$ cat config.mk
export PLATFORM = sky130hd
export DESIGN_NAME = operand_loader
export DESIGN_NICKNAME = d
export VERILOG_FILES = /design/src/rtl/operand_loader.sv
export SDC_FILE = /design/constraint.sdc
export NUM_CORES = 1
export LEC_CHECK = 0
export CORE_ASPECT_RATIO = 0.8
export CORE_UTILIZATION = 56
export DETAILED_ROUTE_END_ITERATION = 6
export GPL_TIMING_DRIVEN = 1
export PLACE_DENSITY_LB_ADDON = 0.15
export SYNTH_ARGS = -nofsm -noshare
export SYNTH_HDL_FRONTEND = slang
export SYNTH_SLANG_ARGS = --single-unit
$ cat constraint.sdc
create_clock -name clk -period 2.25 [get_ports clk]
set_input_delay 0.675 -clock clk [delete_from_list [all_inputs] [get_ports clk]]
set_output_delay 0.675 -clock clk [all_outputs]
set_load 0.03 [all_outputs]
$ cat src/rtl/operand_loader.sv
`default_nettype none
// ============================================================================
// Module   : operand_loader
// Purpose  : Debounces enter/swap/clear buttons and sequences single-cycle
//            load_a / load_b / swap strobes with the captured switch word.
// Revision : 1.0
// ============================================================================
module operand_loader #(
  parameter int DEBOUNCE_CYCLES = 16,
  parameter int WIDTH           = 8
) (
  input  logic             clk,
  input  logic             reset,
  input  logic [WIDTH-1:0] sw,
  input  logic             btn_enter,
  input  logic             btn_swap,
  input  logic             btn_clear,
  output logic [WIDTH-1:0] data_out,
  output logic             load_a,
  output logic             load_b,
  output logic             swap,
  output logic [1:0]       state
);

  localparam int               CNT_W     = $clog2(DEBOUNCE_CYCLES + 1);
  localparam logic [CNT_W-1:0] CNT_LIMIT = CNT_W'(DEBOUNCE_CYCLES);
  localparam logic [CNT_W-1:0] CNT_ONE   = CNT_W'(1);

  localparam logic [1:0] WAIT_A = 2'b00;
  localparam logic [1:0] WAIT_B = 2'b01;
  localparam logic [1:0] READY  = 2'b10;

  localparam int BTN_ENTER = 0;
  localparam int BTN_SWAP  = 1;
  localparam int BTN_CLEAR = 2;

  logic [2:0] btn_raw;
  logic [2:0] btn_event;

  assign btn_raw = {btn_clear, btn_swap, btn_enter};

  generate
    for (genvar g = 0; g < 3; g++) begin : g_btn
      logic             sync1_q, sync1_d;
      logic             sync2_q, sync2_d;
      logic             level_q, level_d;
      logic             level_prev_q, level_prev_d;
      logic [CNT_W-1:0] cnt_q, cnt_d;
      logic [CNT_W-1:0] cnt_inc;

      // Counter only runs while the synchronized input disagrees with the
      // accepted level; it clears on agreement and on reaching the limit.
      always_comb begin
        sync1_d      = btn_raw[g];
        sync2_d      = sync1_q;
        level_prev_d = level_q;
        level_d      = level_q;
        cnt_d        = '0;
        cnt_inc      = cnt_q + CNT_ONE;
        if (sync2_q != level_q) begin
          if (cnt_inc == CNT_LIMIT) begin
            level_d = ~level_q;
          end else begin
            cnt_d = cnt_inc;
          end
        end
      end

      always_ff @(posedge clk or posedge reset) begin
        if (reset) begin
          sync1_q      <= 1'b0;
          sync2_q      <= 1'b0;
          level_q      <= 1'b0;
          level_prev_q <= 1'b0;
          cnt_q        <= '0;
        end else begin
          sync1_q      <= sync1_d;
          sync2_q      <= sync2_d;
          level_q      <= level_d;
          level_prev_q <= level_prev_d;
          cnt_q        <= cnt_d;
        end
      end

      assign btn_event[g] = level_q & ~level_prev_q;
    end
  endgenerate

  logic [1:0]       state_q, state_d;
  logic [WIDTH-1:0] data_q, data_d;
  logic             load_a_q, load_a_d;
  logic             load_b_q, load_b_d;
  logic             swap_q, swap_d;

  // Priority clear > enter > swap; losing events are simply dropped.
  always_comb begin
    state_d  = state_q;
    data_d   = data_q;
    load_a_d = 1'b0;
    load_b_d = 1'b0;
    swap_d   = 1'b0;
    if (btn_event[BTN_CLEAR]) begin
      state_d = WAIT_A;
    end else if (btn_event[BTN_ENTER]) begin
      data_d = sw;
      case (state_q)
        WAIT_B: begin
          load_b_d = 1'b1;
          state_d  = READY;
        end
        default: begin
          load_a_d = 1'b1;
          state_d  = WAIT_B;
        end
      endcase
    end else if (btn_event[BTN_SWAP] && (state_q == READY)) begin
      swap_d = 1'b1;
    end
  end

  always_ff @(posedge clk or posedge reset) begin
    if (reset) begin
      state_q  <= WAIT_A;
      data_q   <= '0;
      load_a_q <= 1'b0;
      load_b_q <= 1'b0;
      swap_q   <= 1'b0;
    end else begin
      state_q  <= state_d;
      data_q   <= data_d;
      load_a_q <= load_a_d;
      load_b_q <= load_b_d;
      swap_q   <= swap_d;
    end
  end

  assign data_out = data_q;
  assign load_a   = load_a_q;
  assign load_b   = load_b_q;
  assign swap     = swap_q;
  assign state    = state_q;

endmodule
`default_nettype wire

### Word-level counts from Yosys, hierarchy flattened

Cells that the tools add are included.

* add/sub/neg operators: 3
* multipliers: 0
* divide/modulo/power cells: 0
* magnitude comparators: 0
* equal/unequal tests: 8
* shift-type cells: 0
* muxes and demuxes: 18
* bitwise operators: 10
* reduce and logical (&&, ||, !) cells: 6

Operator list (number)
* 5-bit 2-to-1 mux: 6
* 5-bit by 1-bit adder with 5-bit output (second input constant): 3
* 5-bit equality test (second input constant): 3
* 1-bit 2-to-1 mux: 9
* 2-bit AND reduction: 4
* 1-bit inverter: 7
* 2-bit 2-to-1 mux: 3
* 1-bit AND: 3
* 1-bit inequality test: 3
* 2-bit by 1-bit equality test with 1-bit output (second input constant): 1
* 2-bit equality test (second input constant): 1
* 2-bit nonzero test: 1
* 1-bit logical AND: 1

* bits in registers: 40
* latch bits: 0
* memory bits (writable): 0
* ROM bits: 0
* input port bits: 13
* output and inout bits: 13
* memories kept: 0

### Longest topological paths before layout

Gate-level depths: netlist of the first run.

* word-level depth: 6
* gate-level depth with buffers: 4
* mapped depth without buffers: 4

### Worst setup path before layout of the first run

No wires, ideal clock.

* path type: register -> register
* start point: register g_btn[0].cnt_q[0]
* end point: register g_btn[0].level_q
* arrival: 1115 ps
* slack: 1008 ps
* cell stages (with the launch flop): 5
* cell sequence: dfrtp_1 ha_1 nand2_1 a21oi_2 mux2_1

* longest elaborated chain between the ends: 3

RTL lines
* start, declared: RTL line 48 `logic [CNT_W-1:0] cnt_q, cnt_d;`
* start signal, assigned: RTL line 81 `cnt_q <= cnt_d;`
* 5-bit by 1-bit adder with 5-bit output: RTL line 59 `cnt_inc = cnt_q + CNT_ONE;`
* 5-bit equality test: RTL line 61 `if (cnt_inc == CNT_LIMIT) begin`
* 2-bit AND reduction (no source line)
* end signal, assigned: RTL line 79 `level_q <= level_d;`
* end, declared: RTL line 46 `logic level_q, level_d;`

No other way between the ends.
A chain may end at the register's enable or synchronous reset.

### Worst setup path in the final report of the first run

* start point: register state_q[0] (netlist: state[0])
* end point: output state[0]

RTL lines
* start, declared: RTL line 89 `logic [1:0] state_q, state_d;`
* start signal, assigned: RTL line 129 `state_q <= state_d;`
* end, declared: RTL line 22 `output logic [1:0] state`

No word-level cell between the ends.

==> results of run 1 <==
-- cell usage in the layout, fill, tap and decap left out, types with 4 or more instances in the layout --
| master | count |
|---|---|
| dfrtp_1 | 40 |
| mux2_4 | 9 |
| clkbuf_4 | 5 |
| clkdlybuf4s50_1 | 25 |
| nor3_1 | 4 |
| nand2_1 | 8 |
| nor2b_1 | 5 |
| nand3_1 | 6 |
| nor2_1 | 10 |
| xnor2_1 | 7 |
-- state kept, by name, indices dropped and copies added, names as in the netlist --
signal / flops
g_btn.level_prev_q: 3
g_btn.sync2_q: 3
state: 2
data_out: 8
load_a: 1
g_btn.level_prev_d: 3
g_btn.cnt_q: 15
swap: 1
g_btn.sync1_q: 3
load_b: 1
-- layout make-up --
type,count,share of cell area (%)
multi-input cells,81,30.9
clock inverters,1,0.376
well taps,38,2.38
repair buffers,26,12.9
inverters,3,0.564
flip-flops and latches,40,50.1
clock buffers,7,2.76
-- power by group through the flow --
stage / sequential [mW] / combinational [mW] / clock (mW)
after global routing: 0.760 / 0.0816 / 0.430
final: 0.757 / 0.0699 / 0.382
after global placement: 0.768 / 0.0684 / 0
after detailed placement: 0.770 / 0.0707 / 0
after floorplan: 0.766 / 0.0390 / 0
after CTS: 0.757 / 0.0716 / 0.398
-- routing by layer --
layer	global-route usage (%)	wire length [µm]	up-vias
li1	-	-	488
met2	33.2	1270	27
met1	25.4	1210	511
met4	6.98	42	0
met3	7.73	145	6
met5	0	0	-
-- worst max path at each step --
| stage | start | end | slack [ns] | depth (start not counted) |
|---|---|---|---|---|
| after floorplan | reset | data_out[0] | 0.66 | 1 |
| after global placement | state[0] | state[0] | 0.54 | 1 |
| after detailed placement | state[0] | state[0] | 0.52 | 1 |
| after CTS | state[0] | state[0] | 0.12 | 1 |
| after global routing | state[1] | state[1] | 0.06 | 1 |
| final | state[0] | state[0] | 0.14 | 1 |
-- per-stage QoR --
stage	hold WS, ns	total power [mW]
after floorplan	0.331	0.805
after global placement	0.332	0.837
after detailed placement	0.344	0.841
after CTS	0.371	1.23
after global routing	0.384	1.27
final	0.364	1.21
-- cell families after synthesis --
| logic type | after synthesis | synth area share [%] |
|---|---|---|
| DFF | 40 | 61.4 |
| adders and majority gates | 3 | 2.30 |
| and+or+nand+nor | 48 | 17.1 |
| xor gates and xnor gates | 9 | 4.84 |
| buffers and inverters | 3 | 0.691 |
| muxes | 11 | 9.68 |
| AOI/OAI and AO/OA | 10 | 3.92 |
==> results.json, run 1 <==
{
  "placed_cell_area_um2": 1930,
  "nNetsFinal": 173,
  "n_fill_cell": 202,
  "cp_top_family": "buffers and inverters",
  "cap_violations": 0,
  "crit_fanout": 4,
  "dpl.hpwl_um": 1860,
  "dp.cells": 188,
  "min_from": "g_btn[2].sync1_q",
  "tightest_slew_ns": 0.488,
  "fmax_mhz": 473,
  "synth_flop_cell": "dfrtp_1",
  "worstPathCellList": "clkdlybuf4s50_1",
  "cts_setup_buffers": 0,
  "ys_seq_area_share_pct": 61.4,
  "hold_violations": 0,
  "rows": 17,
  "regToRegSetupSlack_ns": 0.86,
  "hold_buffers": 0,
  "fin_cells": 196,
  "vias": 1032,
  "final_area_um2": 2000,
  "grt_max_degree": 41,
  "yosysWarnings": 0,
  "clock_power_share_pct": 31.6,
  "cp.buffers_inverters": 1,
  "die_area_um2": 3130,
  "power_density_nw_per_um2": 605,
  "first_pass_iters": 5,
  "avgSynthCellArea_um2": 13.1,
  "syn-num-nets": 140,
  "first_global_vias": 1102,
  "wl_per_cell_um": 13.6,
  "critPathMaxStageDelay_ns": 0.69,
  "skew_ns": 0.0125,
  "synth_top_area_cell": "dfrtp_1",
  "dieHeight_um": 50.2,
  "yosys-top-cells-area": "dfrtp_1 (61%), mux2_4 (8.3%), xnor2_1 (3.8%)",
  "syn2layout_area_growth_pct": 22.6,
  "synth_cells": 124,
  "max-slew-margin-rel_pct": 67.5,
  "via_per_inst": 5.27,
  "syn_area_um2": 1630,
  "rsz0062_at_grt": "no",
  "async_flop_share_pct": 100,
  "worst_r2r_endpoint": "g_btn[2].level_prev_d",
  "multi_input_area_um2": 617,
  "finalWorstSetupSlack_ns": 0.138,
  "start_util_pct": 58.9,
  "ios": 26,
  "die_w_um": 62.3,
  "drt_iter0_drc": 27,
  "grt_pass1_wl_um": 4780,
  "cp-start-kind": "register",
  "antenna_found_initial": 0,
  "critPathRequiredTime_ns": 1.57,
  "hold_path_class": "reg -> reg",
  "finalCritPeriodShare_pct": 93.9,
  "clk_latency_ns": 0.34,
  "synth.distinct_cells": 25,
  "worstHoldPathCells": 0,
  "seqPwrFrac_pct": 62.6,
  "ys_seq_elements": 40,
  "hold_end": "g_btn[2].sync2_q",
  "cts_buffers": 5,
  "drive_above_1_share_pct": 15.8,
  "antenna_left": 0,
  "regArea_um2": 1000,
  "swShare_pct": 23.3,
  "clkSinkCount": 40,
  "track_usage_pct": 20.4,
  "critPathKind": "reg -> out",
  "routed_wl_um": 2670,
  "yosysTopAreaCellShare_pct": 61.4,
  "power_frac_comb_pct": 5.8,
  "drc": 0,
  "slew_viol_final": 0,
  "clk_pin_slew_ns": 0.12,
  "power.internal_mw": 0.927,
  "peakVddDrop_v": 0.000357,
  "clock_path_buffers": 2,
  "antenna_cells": 0,
  "worstSetupEndpointType": "output port",
  "power_leakage_nw": 0.891,
  "synth_edf_count": 0,
  "fin_crit_ns": 2.11,
  "synth_common_cells": "dfrtp_1 (40), nor2_1 (10), mux2_4 (9)",
  "cts_tree": "yes",
  "setup_tns_ns": 0,
  "design.core.area_um2": 2770,
  "status": "finished clean",
  "grt_overflow": 0,
  "synth.most_common_cell": "dfrtp_1",
  "cts_max_level": 2,
  "cts-resized-gates": 0,
  "root_buffer": "clkbuf_4",
  "arrival_ns": 1.44,
  "p_switching_mw": 0.282,
  "port_buffers": 25,
  "cp_slowest_cell": "clkdlybuf4s50_1",
  "fin_util_pct": 72.2,
  "ff2ff_path_depth": 4,
  "place_ws_ns": 0.521,
  "setup_viol": 0,
  "reg2reg_from": "g_btn[2].cnt_q[0]",
  "gp_congestion": 0.823
}
Note: power is estimated with default switching activity, not from simulation.
==> run 2: changes to the inputs <==
--- a/config.mk
+++ b/config.mk
@@ -6,9 +6,10 @@
 export NUM_CORES = 1
 export LEC_CHECK = 0
 export CORE_ASPECT_RATIO = 0.8
+export CORE_MARGIN = 2
 export CORE_UTILIZATION = 56
 export DETAILED_ROUTE_END_ITERATION = 6
-export GPL_TIMING_DRIVEN = 1
+export GPL_TIMING_DRIVEN = 0
 export PLACE_DENSITY_LB_ADDON = 0.15
 export SYNTH_ARGS = -nofsm -noshare
 export SYNTH_HDL_FRONTEND = slang
==> run 2 against run 1 <==
Die area increased by 7.3%. Clock skew fell by 0.0064 ns. Largest cell class unchanged. Register-to-register slack about the same. Routed wire length is 6.8% lower. Flip-flop and latch count did not move. Clock-buffer cell count rose by 1. Via count grew 0.19%.
==> results.json, run 2 (synthesized netlist as in run 1, its figures left out) <==
{
  "crit_fanout": 4,
  "rows": 17,
  "n_fill_cell": 202,
  "antenna_cells": 0,
  "arrival_ns": 1.45,
  "cts-resized-gates": 0,
  "tightest_slew_ns": 0.767,
  "cts_max_level": 2,
  "critPathRequiredTime_ns": 1.57,
  "cp_top_family": "buffers and inverters",
  "fin_crit_ns": 2.12,
  "power_density_nw_per_um2": 595,
  "gp_congestion": 0.774,
  "hold_path_class": "reg -> reg",
  "clk_pin_slew_ns": 0.10,
  "regArea_um2": 1000,
  "first_global_vias": 1018,
  "clock_power_share_pct": 30.2,
  "drc": 0,
  "rsz0062_at_grt": "no",
  "grt_pass1_wl_um": 4340,
  "grt_max_degree": 41,
  "dpl.hpwl_um": 1790,
  "finalCritPeriodShare_pct": 94.3,
  "setup_tns_ns": 0,
  "cts_setup_buffers": 0,
  "power_leakage_nw": 0.886,
  "slew_viol_final": 0,
  "wl_per_cell_um": 12.7,
  "power.internal_mw": 0.927,
  "hold_violations": 0,
  "root_buffer": "clkbuf_4",
  "total_power_mw": 1.18,
  "port_buffers": 25,
  "worstPathCellList": "clkdlybuf4s50_1",
  "syn2layout_area_growth_pct": 21.9,
  "placed_cell_area_um2": 1930,
  "final_common_cell": "dfrtp_1",
  "cap_violations": 0,
  "via_per_inst": 5.30,
  "ios": 26,
  "cts_buffers": 5,
  "critPathKind": "reg -> out",
  "skew_ns": 0.00605,
  "nNetsFinal": 172,
  "clk_latency_ns": 0.33,
  "cp-start-kind": "register",
  "routed_wl_um": 2490,
  "start_util_pct": 58.9,
  "status": "finished clean",
  "vias": 1034,
  "die_w_um": 64.3,
  "cts_tree": "yes",
  "cp.buffers_inverters": 1,
  "final_area_um2": 1990,
  "die_area_um2": 3360,
  "worstSetupEndpointType": "output port",
  "antenna_found_initial": 0,
  "clkSinkCount": 40,
  "layout_common_cells": "dfrtp_1 (40), clkdlybuf4s50_1 (25), nor2_1 (10)",
  "power_frac_comb_pct": 5.8,
  "drt_iter0_drc": 55,
  "largest_reg_flops": 15,
  "setup_viol": 0,
  "dieHeight_um": 52.2,
  "clock_path_buffers": 2,
  "p_switching_mw": 0.254,
  "antenna_left": 0,
  "fmax_mhz": 471,
  "grt_overflow": 0,
  "place_ws_ns": 0.503,
  "critPathMaxStageDelay_ns": 0.69,
  "peakVddDrop_v": 0.000502,
  "top_register": "g_btn.cnt_q",
  "finalWorstSetupSlack_ns": 0.129,
  "seqPwrFrac_pct": 64.0,
  "cp_slowest_cell": "clkdlybuf4s50_1",
  "hold_buffers": 0,
  "track_usage_pct": 17.4,
  "max-slew-margin-rel_pct": 48.8,
  "first_pass_iters": 4,
  "drive_above_1_share_pct": 15.3,
  "multi_input_area_um2": 617,
  "swShare_pct": 21.5,
  "design.core.area_um2": 2770,
  "fin_util_pct": 71.8
}
[run 2: cell count changes in the layout (fill, tap and decap cells not counted)]
cell / change
clkbuf_1: +1
inv_1: -1
buf_4: -1
clkinvlp_4: -1
inv_2: +1
[run 2: power by group through the flow]
stage | Combinational, mW | Sequential [mW] | Clock [mW]
finish | 0.0679 | 0.756 | 0.357
global route | 0.0784 | 0.760 | 0.415
CTS | 0.0697 | 0.756 | 0.371
detailed placement | 0.0687 | 0.770 | 0
global placement | 0.0667 | 0.768 | 0
floorplan | 0.0390 | 0.766 | 0
[run 2: per-stage QoR]
step                hold slack [ns]  cells
floorplan                     0.331    124
global placement              0.334    187
detailed placement            0.342    187
CTS                           0.370    195
global route                  0.380    195
finish                        0.368    195
[run 2: worst paths after layout]
check                                        from                     to  slack (ns)  depth (start not counted)
worst max-delay path                     state[0]               state[0]        0.13                          1
max in group asynchronous                   reset      g_btn[2].cnt_q[4]        0.97                          2
min in group asynchronous                   reset      g_btn[1].cnt_q[0]        0.79                          2
worst min register to register   g_btn[2].sync1_q       g_btn[2].sync2_q        0.37                          0
worst min-delay path             g_btn[2].sync1_q       g_btn[2].sync2_q        0.37                          0
worst max register to register  g_btn[0].cnt_q[0]  g_btn[0].level_prev_d        0.87                          4
[run 2: final cells by class]
cell class                 instances  share of cell area (%)
clock buffer                       8                    2.96
multi-input combinational         81                    31.1
timing repair buffer              25                    12.6
inverter                           3                   0.567
tap                               38                    2.39
sequential                        40                    50.4
[run 2: per-layer routing]
metal	wire length [µm]	track usage, %
met2	1200	29.0
met1	1120	21.3
met5	0	0
met4	14	6.03
met3	152	6.45
